`src/rtl/pc_sequencer.sv`:
```
// pc_sequencer: arbitrates decode flow-change requests against interrupt entry,
// issues single-cycle command pulses to the program counter, runs the
// interrupt entry sequence (save accumulator, then vector) and tracks
// return-stack depth so that overflow and underflow halt the core.
module pc_sequencer #(
    parameter int unsigned STACK_DEPTH = 8,
    localparam int unsigned DW = $clog2(STACK_DEPTH + 1)
) (
    input  logic          clk,
    input  logic          reset,
    input  logic          pause,
    input  logic          kill,
    input  logic          dec_goto,
    input  logic          dec_call,
    input  logic          dec_ret,
    input  logic          dec_skip,
    input  logic [11:0]   dec_addr,
    input  logic          irq_req,
    output logic          irq_ack,
    output logic          goto,
    output logic [11:0]   goto_addr,
    output logic          call,
    output logic          ret,
    output logic          skip,
    output logic          interrupt,
    output logic          save_accum,
    output logic          in_isr,
    output logic [DW-1:0] stack_depth,
    output logic          error,
    output logic [1:0]    err_code,
    output logic          stopped
);

    typedef enum logic [1:0] {
        StRun,
        StIntSave,
        StIntVec,
        StHalt
    } state_e;

    localparam logic [DW-1:0] MaxDepth = DW'(STACK_DEPTH);
    localparam logic [DW-1:0] DepthOne = DW'(1);

    localparam logic [1:0] ErrNone     = 2'b00;
    localparam logic [1:0] ErrOverflow = 2'b01;
    localparam logic [1:0] ErrUnderflw = 2'b10;
    localparam logic [1:0] ErrMulti    = 2'b11;

    state_e        state_q, state_d;

    logic          goto_q, goto_d;
    logic          call_q, call_d;
    logic          ret_q, ret_d;
    logic          skip_q, skip_d;
    logic          interrupt_q, interrupt_d;
    logic          save_accum_q, save_accum_d;
    logic          irq_ack_q, irq_ack_d;

    logic [11:0]   goto_addr_q, goto_addr_d;
    logic          in_isr_q, in_isr_d;
    logic [DW-1:0] depth_q, depth_d;
    logic          error_q, error_d;
    logic [1:0]    err_code_q, err_code_d;
    logic          stopped_q, stopped_d;

    logic [3:0]    dec_vec;
    logic          dec_any;
    logic          dec_multi;
    logic          depth_full;
    logic          depth_empty;
    logic          irq_eligible;

    // Request qualification: kill flushes the decode slot, so its requests vanish.
    always_comb begin
        dec_vec      = {dec_goto, dec_call, dec_ret, dec_skip};
        // More than one bit set iff clearing the lowest set bit leaves something.
        dec_multi    = !kill && ((dec_vec & (dec_vec - 4'd1)) != 4'd0);
        dec_any      = !kill && (dec_vec != 4'd0);
        depth_full   = (depth_q == MaxDepth);
        depth_empty  = (depth_q == '0);
        irq_eligible = irq_req && !in_isr_q;
    end

    // Next-state and next-output logic; pulses default low, status defaults to hold.
    always_comb begin
        state_d      = state_q;
        goto_d       = 1'b0;
        call_d       = 1'b0;
        ret_d        = 1'b0;
        skip_d       = 1'b0;
        interrupt_d  = 1'b0;
        save_accum_d = 1'b0;
        irq_ack_d    = 1'b0;
        goto_addr_d  = goto_addr_q;
        in_isr_d     = in_isr_q;
        depth_d      = depth_q;
        error_d      = error_q;
        err_code_d   = err_code_q;
        stopped_d    = stopped_q;

        unique case (state_q)
            StRun: begin
                if (!pause) begin
                    if (dec_multi) begin
                        state_d    = StHalt;
                        error_d    = 1'b1;
                        err_code_d = ErrMulti;
                        stopped_d  = 1'b1;
                    end else if (dec_any) begin
                        // Exactly one request is present here.
                        if (dec_goto) begin
                            goto_d      = 1'b1;
                            goto_addr_d = dec_addr;
                        end else if (dec_call) begin
                            if (depth_full) begin
                                state_d    = StHalt;
                                error_d    = 1'b1;
                                err_code_d = ErrOverflow;
                                stopped_d  = 1'b1;
                            end else begin
                                call_d      = 1'b1;
                                goto_addr_d = dec_addr;
                                depth_d     = depth_q + DepthOne;
                            end
                        end else if (dec_ret) begin
                            if (depth_empty) begin
                                state_d    = StHalt;
                                error_d    = 1'b1;
                                err_code_d = ErrUnderflw;
                                stopped_d  = 1'b1;
                            end else begin
                                ret_d    = 1'b1;
                                depth_d  = depth_q - DepthOne;
                                in_isr_d = 1'b0;
                            end
                        end else begin
                            skip_d = 1'b1;
                        end
                    end else if (irq_eligible) begin
                        // A decode request in the same cycle wins; irq waits.
                        state_d      = StIntSave;
                        save_accum_d = 1'b1;
                    end
                end
            end

            StIntSave: begin
                if (!pause) begin
                    if (depth_full) begin
                        state_d    = StHalt;
                        error_d    = 1'b1;
                        err_code_d = ErrOverflow;
                        stopped_d  = 1'b1;
                    end else begin
                        state_d     = StIntVec;
                        interrupt_d = 1'b1;
                        irq_ack_d   = 1'b1;
                        depth_d     = depth_q + DepthOne;
                        in_isr_d    = 1'b1;
                    end
                end
            end

            StIntVec: begin
                if (!pause) begin
                    state_d = StRun;
                end
            end

            StHalt: begin
                // Sticky until reset; nothing moves.
                state_d = StHalt;
            end

            default: begin
                state_d = StRun;
            end
        endcase
    end

    // Sequencer state and sticky status registers.
    always_ff @(posedge clk or posedge reset) begin
        if (reset) begin
            state_q     <= StRun;
            goto_addr_q <= 12'h000;
            in_isr_q    <= 1'b0;
            depth_q     <= '0;
            error_q     <= 1'b0;
            err_code_q  <= ErrNone;
            stopped_q   <= 1'b0;
        end else begin
            state_q     <= state_d;
            goto_addr_q <= goto_addr_d;
            in_isr_q    <= in_isr_d;
            depth_q     <= depth_d;
            error_q     <= error_d;
            err_code_q  <= err_code_d;
            stopped_q   <= stopped_d;
        end
    end

    // Single-cycle command pulse registers.
    always_ff @(posedge clk or posedge reset) begin
        if (reset) begin
            goto_q       <= 1'b0;
            call_q       <= 1'b0;
            ret_q        <= 1'b0;
            skip_q       <= 1'b0;
            interrupt_q  <= 1'b0;
            save_accum_q <= 1'b0;
            irq_ack_q    <= 1'b0;
        end else begin
            goto_q       <= goto_d;
            call_q       <= call_d;
            ret_q        <= ret_d;
            skip_q       <= skip_d;
            interrupt_q  <= interrupt_d;
            save_accum_q <= save_accum_d;
            irq_ack_q    <= irq_ack_d;
        end
    end

    // Outputs come straight from registers.
    always_comb begin
        goto        = goto_q;
        call        = call_q;
        ret         = ret_q;
        skip        = skip_q;
        interrupt   = interrupt_q;
        save_accum  = save_accum_q;
        irq_ack     = irq_ack_q;
        goto_addr   = goto_addr_q;
        in_isr      = in_isr_q;
        stack_depth = depth_q;
        error       = error_q;
        err_code    = err_code_q;
        stopped     = stopped_q;
    end

endmodule

```
`config.mk`:
```
export PLATFORM = sky130hd
export DESIGN_NAME = pc_sequencer
export DESIGN_NICKNAME = d
export VERILOG_FILES = /design/src/rtl/pc_sequencer.sv
export SDC_FILE = /design/constraint.sdc
export NUM_CORES = 1
export LEC_CHECK = 0
export ABC_AREA = 1
export BUFFER_PORTS_ARGS = -buffer_cell sky130_fd_sc_hd__buf_2
export CORE_MARGIN = 3
export CORE_UTILIZATION = 35
export DETAILED_ROUTE_END_ITERATION = 8
export SLEW_MARGIN = 30
export SYNTH_ARGS = -nofsm -noshare
export SYNTH_HDL_FRONTEND = slang
export SYNTH_SLANG_ARGS = --single-unit
```
`constraint.sdc`:
```
create_clock -name clk -period 2.1 [get_ports clk]
set_input_delay 0.42 -clock clk [delete_from_list [all_inputs] [get_ports clk]]
set_output_delay 0.42 -clock clk [all_outputs]
set_load 0.02 [all_outputs]
```
# [Yosys cells after proc, flatten, opt, wreduce, memory -nomap -nowiden]
# Cells that the tools add are included.
[word_totals] in_bits=21 regBits=29 out_inout_bits=28 word_cells=159
[op_classes] n_mux=98 eq_ne=26 bitwise=3 add_sub_neg=3 n_reduce_logical=16
[op_table] op="$mux 1" n=60
[op_table] op="$mux 2" n=20
[op_table] op="$mux 12" n=3
[op_table] op="$mux 4" n=9
[op_table] op="$ne 2x2->1 const B" n=11
[op_table] op="$ne 4x4->1 const B" n=4
[op_table] op="$reduce_and 8->1" n=2
[op_table] op="$ne 5x5->1 const B" n=3
[op_table] op="$ne 3x3->1 const B" n=4
[op_table] op="$reduce_and 10->1" n=1
[op_table] op="$pmux 2 s4" n=1
[op_table] op="$pmux 4 s2" n=1
[op_table] op="$reduce_bool 4->1" n=2
[op_table] op="$sub 4x1->4 const B" n=2
[op_table] op="$reduce_and 7->1" n=1
[op_table] op="$pmux 1 s2" n=3
[op_table] op="$reduce_and 6->1" n=1
[op_table] op="$add 4x1->4 const B" n=1
[op_table] op="$and 4x4->4" n=1
[op_table] op="$eq 2x2->1 const B" n=2
[op_table] op="$eq 4x4->1 const B" n=1
[op_table] op="$logic_not 4->1" n=1
[op_table] op="$pmux 2 s2" n=1
[op_table] op="$reduce_bool 2->1" n=2
[op_table] op="5 further kinds" n=9

# [Logic depth before layout (Yosys ltp)]
[depth] ltp_word=9 depth_mapped=11 mapped_depth_nobuf=11

# [Worst setup path before layout]
# OpenSTA, ideal clock, no wires.
[synth_timing] kind="reg-to-reg" from="reg depth_q[0], in the netlist stack_depth[0]" to="reg goto_addr_q[0], in the netlist goto_addr[0]" setup_slack_ns=0.391 synth_period_minus_slack_ns=1.709 arrival_time_ns=1.635 stages_incl_launch_ff=10 path_buffers=1 setup_ns=0.074 required_time_ns=2.026 path_cell_list="dfrtp_1 > inv_1 > ha_1 > nand3_2 > nand2_1 > clkinv_1 > o21ai_4 > buf_6 > nand2_2 > o21ai_2"
[synth_via] elab_chain_len=3
[synth_lines] element="start: declaration" line_no="61" text="logic [DW-1:0] depth_q, depth_d;"
[synth_lines] element="start signal: assignment" line_no="195" text="depth_q <= depth_d;"
[synth_lines] element="$eq 4x4->1" line_no="79" text="depth_full = (depth_q == MaxDepth);"
[synth_lines] element="$ne 2x2->1 (no source line)"
[synth_lines] element="$reduce_and 6->1 (no source line)"
[synth_lines] element="end signal: assignment" line_no="193" text="goto_addr_q <= goto_addr_d;"
[synth_lines] element="end: declaration" line_no="59" text="logic [11:0] goto_addr_q, goto_addr_d;"
# No other way between the ends.
# A chain may end at the register's enable or synchronous reset.

# [Worst setup path in the final report]
[layout_timing] from="reg depth_q[0], in the netlist stack_depth[0]" to="reg goto_addr_q[8], in the netlist goto_addr[8]"
# Same word-level chain as after synthesis.

==> metrics.sh <==
PRE_CTS_WS_NS=0.341
TOTAL_POWER_mW=2.73
TIMING.FMAX_MHz=566
FIRST_GLOBAL_VIAS=1329
DETAIL_ROUTE.ITER0.VIOLATIONS=96
HOLD_VIOL=0
GRT_OVERFLOW=0
POST_CTS_BUFFERS=0
PLACEMENTROWS=24
YOSYS_WARNINGS=0
CRIT_TOP_CELL='sky130_fd_sc_hd__nand2_1'
CPLARGESTDELAYFAMILY='buffers and inverters'
TOTALWIRELENGTH_MM=3.64
FINAL_ANTENNA_NET_COUNT=0
POST_SYN_NETS=234
SYN_AREA_PER_CELL_UM2=7.94
TRACK_USAGE_PCT=14.2
SYNTH_SEQ_CELLS=29
ROUTED_WIRE_LENGTH_PER_INSTANCE_UM=11.5
POWER.DENSITY_nW_PER_UM2=1330
WORST_SKEW_PAIR.LATE_LATENCY_NS=0.28
FLOORPLAN.INITIALDENSITY_PCT=37.4
DETAILEDPLACEMENTHPWL_MM=2.77
CRIT_ARRIVAL_NS=1.98
FP.DIEH_UM=75.2
SETUP.WORST_PATH.CLASS='register to register'
SYNTH.LARGEST_AREA_CELL='sky130_fd_sc_hd__dfrtp_1'
MAX_CAP_VIOL_COUNT=0
ROUTED-VIA-COUNT=1459
SEQCELLAREA_UM2=726
FIN_NETS=287
TOP_LEVEL_PORTS=49
FF2FF_SETUP_SLACK_NS=0.33
DIODES=0
MOST-COMMON-LAYOUT-CELLS='sky130_fd_sc_hd__nand2_1 (59), sky130_fd_sc_hd__buf_2 (48), sky130_fd_sc_hd__inv_1 (33)'
FILLCELLCOUNT=466
ROUTED_VIA_DENSITY=4.60
WORST_SLACK_NS=0.333
FLOORPLAN.DIE_AREA_UM2=5650
TYPE_OF_ORIGIN_OF_THE_CRITICAL_PATH='register'
RR_STARTPOINT='stack_depth[0]$_DFFE_PP0P_'
CTS.REPAIR.RESIZED=0
CRIT_FANOUT=24
CLOCK_BUFFERS_CREATED_BY_TRITONCTS=5
SYN_INST_COUNT=211
CLOCK-SKEW-FINAL_NS=0.00576
PLACEABLE_CORE_AREA_UM2=4470
PORT_BUFFERS=48
GRT_ANTENNA_BEFORE_REPAIR=0
HOLD-WORST-SLACK_NS=0.204
FINAL.MIN_CLOCK_PERIOD_NS=1.77
WORSTPATHREQUIRED_NS=2.31
CTS_MAX_PATH_BUFFERS=2
CRITPATHCAPTURETYPE='register'
YOSYSUNIQUECELLTYPES=28
SYNTH.TOP_CELLS.BY_AREA='sky130_fd_sc_hd__dfrtp_1 (43%), sky130_fd_sc_hd__nand2_1 (13%), sky130_fd_sc_hd__inv_1 (7.4%), sky130_fd_sc_hd__o21ai_2 (6.8%), sky130_fd_sc_hd__nand3_1 (4.8%)'
CTS.SINKS=29
POSTCTSHOLDBUFS=0
TIMING.CRITICAL_PATH.DEPTH=9
DRC_ERRORS=0
CRITICAL_PATH_CELL_BY_CELL='inv_1 -> ha_1 -> nand3_2 -> nand2_1 -> clkinv_1 -> o21ai_4 -> buf_12 -> nand2_1 -> o21ai_2'
SYNTHTOLAYOUTAREAGROWTH_PCT=22.3
CLKSLEWWORSTSETUPHOLDPATHS_NS=0.07
SYNTH_LARGEST_TYPE_AREA_FRACTION_PCT=43.3
YS_SEQ_AREA_SHARE_PCT=43.3
MAXSLEWVIOLCOUNT=0
GRT_MAX_DEGREE=30
WORST_PATH_LARGEST_CELL_DELAY_NS=0.43
MAX-SLEW-MARGIN-REL_PCT=75.0
WORSTPATHBUFFERINVERTERCOUNT=3
CRITICAL_PATH.SLOWEST_CELL='sky130_fd_sc_hd__dfrtp_1'
FINAL.SETUP.TNS_NS=0
DRT_PASS1_ITERATIONS=4
FINAL_COMMON_CELL='sky130_fd_sc_hd__nand2_1'
R2R-END='goto_addr[8]$_DFFE_PP0P_'
FIRST_PASS_GRT_WIRE_LENGTH_MM=5.97
SETUP_VIOL_COUNT_FINAL=0
DIE_X_UM=75.2
FF2FF_PATH_DEPTH=9
IR_DROP_V=0.000392
HTREE_NUM_LEVELS=2
HP-CLASS='input port to asynchronous set/reset pin'
MAPPEDNETLISTAREA_UM2=1680
GP_CONGESTION=0.803
CTS_TREE='yes'
WORST_SLEW_PIN_TRAN_NS=0.375
SETUP_REPAIR_AFTER_GLOBAL_ROUTING_MISSED_ITS_MARGIN='no'
CTSROOTBUFFERMASTER='sky130_fd_sc_hd__clkbuf_8'
MULTI_INPUT_AREA_UM2=769
DRIVE_GT1_SHARE_PCT=34.7
TOTAL_LEAKAGE_POWER_nW=1.18
MIN_PERIOD_OVER_PERIOD_PCT=84.1
STATUS='finished, final reports clean'
-- layout make-up --
cell class,count,area share [%]
sequential,29,35.4
timing repair buffer,50,13.1
inverter,37,6.78
clock inverter,2,0.488
clock buffer,6,3.54
tap,52,3.17
multi-input combinational,141,37.5
-- cells by family (layout without fill, tap and decap cells) --
| logic type | count (synthesis) | after routing | synth area share, % |
|---|---|---|---|
| simple gates | 110 | 110 | 31.1 |
| fa+ha+maj | 2 | 2 | 1.49 |
| buf+inv | 41 | 95 | 10.8 |
| flops | 29 | 29 | 43.3 |
| xor+xnor | 4 | 4 | 2.09 |
| compound gates | 25 | 25 | 11.2 |
-- power breakdown --
| group | leakage [nW] | total (mW) | switching (mW) | internal, mW |
|---|---|---|---|---|
| sequential | 0.363 | 0.934 | 0.177 | 0.758 |
| clock | 0.0450 | 0.446 | 0.217 | 0.229 |
| combinational | 0.768 | 1.35 | 0.868 | 0.482 |
-- synthesized netlist by cell type --
library cell,n
sky130_fd_sc_hd__o211ai_1,1
sky130_fd_sc_hd__o21ai_1,2
sky130_fd_sc_hd__nor3b_1,1
sky130_fd_sc_hd__o21ai_0,5
sky130_fd_sc_hd__nand2_4,1
sky130_fd_sc_hd__nor2_4,2
sky130_fd_sc_hd__clkinv_1,1
sky130_fd_sc_hd__ha_1,2
sky130_fd_sc_hd__nor3_1,2
sky130_fd_sc_hd__nand2_1,59
sky130_fd_sc_hd__nand4_1,3
sky130_fd_sc_hd__inv_1,33
sky130_fd_sc_hd__nand3_4,1
sky130_fd_sc_hd__nand3_2,1
sky130_fd_sc_hd__buf_4,1
sky130_fd_sc_hd__nor2_2,1
sky130_fd_sc_hd__xnor2_1,1
sky130_fd_sc_hd__nor2_1,11
sky130_fd_sc_hd__o21ai_2,13
sky130_fd_sc_hd__o21ai_4,1
sky130_fd_sc_hd__or2_2,1
sky130_fd_sc_hd__xor2_1,3
sky130_fd_sc_hd__buf_6,3
sky130_fd_sc_hd__nand2_2,11
sky130_fd_sc_hd__inv_2,3
sky130_fd_sc_hd__dfrtp_1,29
sky130_fd_sc_hd__nand3_1,16
sky130_fd_sc_hd__a21oi_1,3
-- worst max-delay path by stage --
stage | start | to
after floorplan | stack_depth[0]$_DFFE_PP0P_ | goto_addr[0]$_DFFE_PP0P_
after global placement | stack_depth[0]$_DFFE_PP0P_ | goto_addr[11]$_DFFE_PP0P_
after detailed placement | stack_depth[0]$_DFFE_PP0P_ | goto_addr[9]$_DFFE_PP0P_
after CTS | stack_depth[0]$_DFFE_PP0P_ | goto_addr[9]$_DFFE_PP0P_
after global routing | stack_depth[0]$_DFFE_PP0P_ | stack_depth[3]$_DFFE_PP0P_
final | stack_depth[0]$_DFFE_PP0P_ | goto_addr[8]$_DFFE_PP0P_
-- through the flow --
stage | area [µm²] | std cells | utilization (%)
finish | 2050 | 317 | 45.8
global route | 2050 | 317 | 45.8
CTS | 2050 | 317 | 45.8
detailed placement | 1970 | 309 | 44.0
global placement | 1970 | 309 | 44.0
floorplan | 1680 | 211 | -
-- state kept, by name (all words and copies together), names as in the netlist --
name         cells
ret              1
err_code         2
in_isr           1
state_q          2
save_accum       1
skip             1
irq_ack          1
call             1
error            1
goto_addr       12
stack_depth      4
goto             1
stopped          1
-- routing by layer --
layer  track usage (%)  wire [µm]  up-vias
met5                 0          0        -
met4              6.99         66        0
met3              4.54        221        4
met2              20.1       1620       40
met1              19.5       1730      655
li1                  -          -      760
-- worst reg2reg max path, delay by kind of cell, from the launching register on --
family                     cells  cell delay (ns)
AOI/OAI and AO/OA              2             0.21
DFF                            1             0.43
and+or+nand+nor                3             0.38
adders and majority gates      1             0.25
buffers and inverters          3             0.43
(Power assumes the default switching activity.)
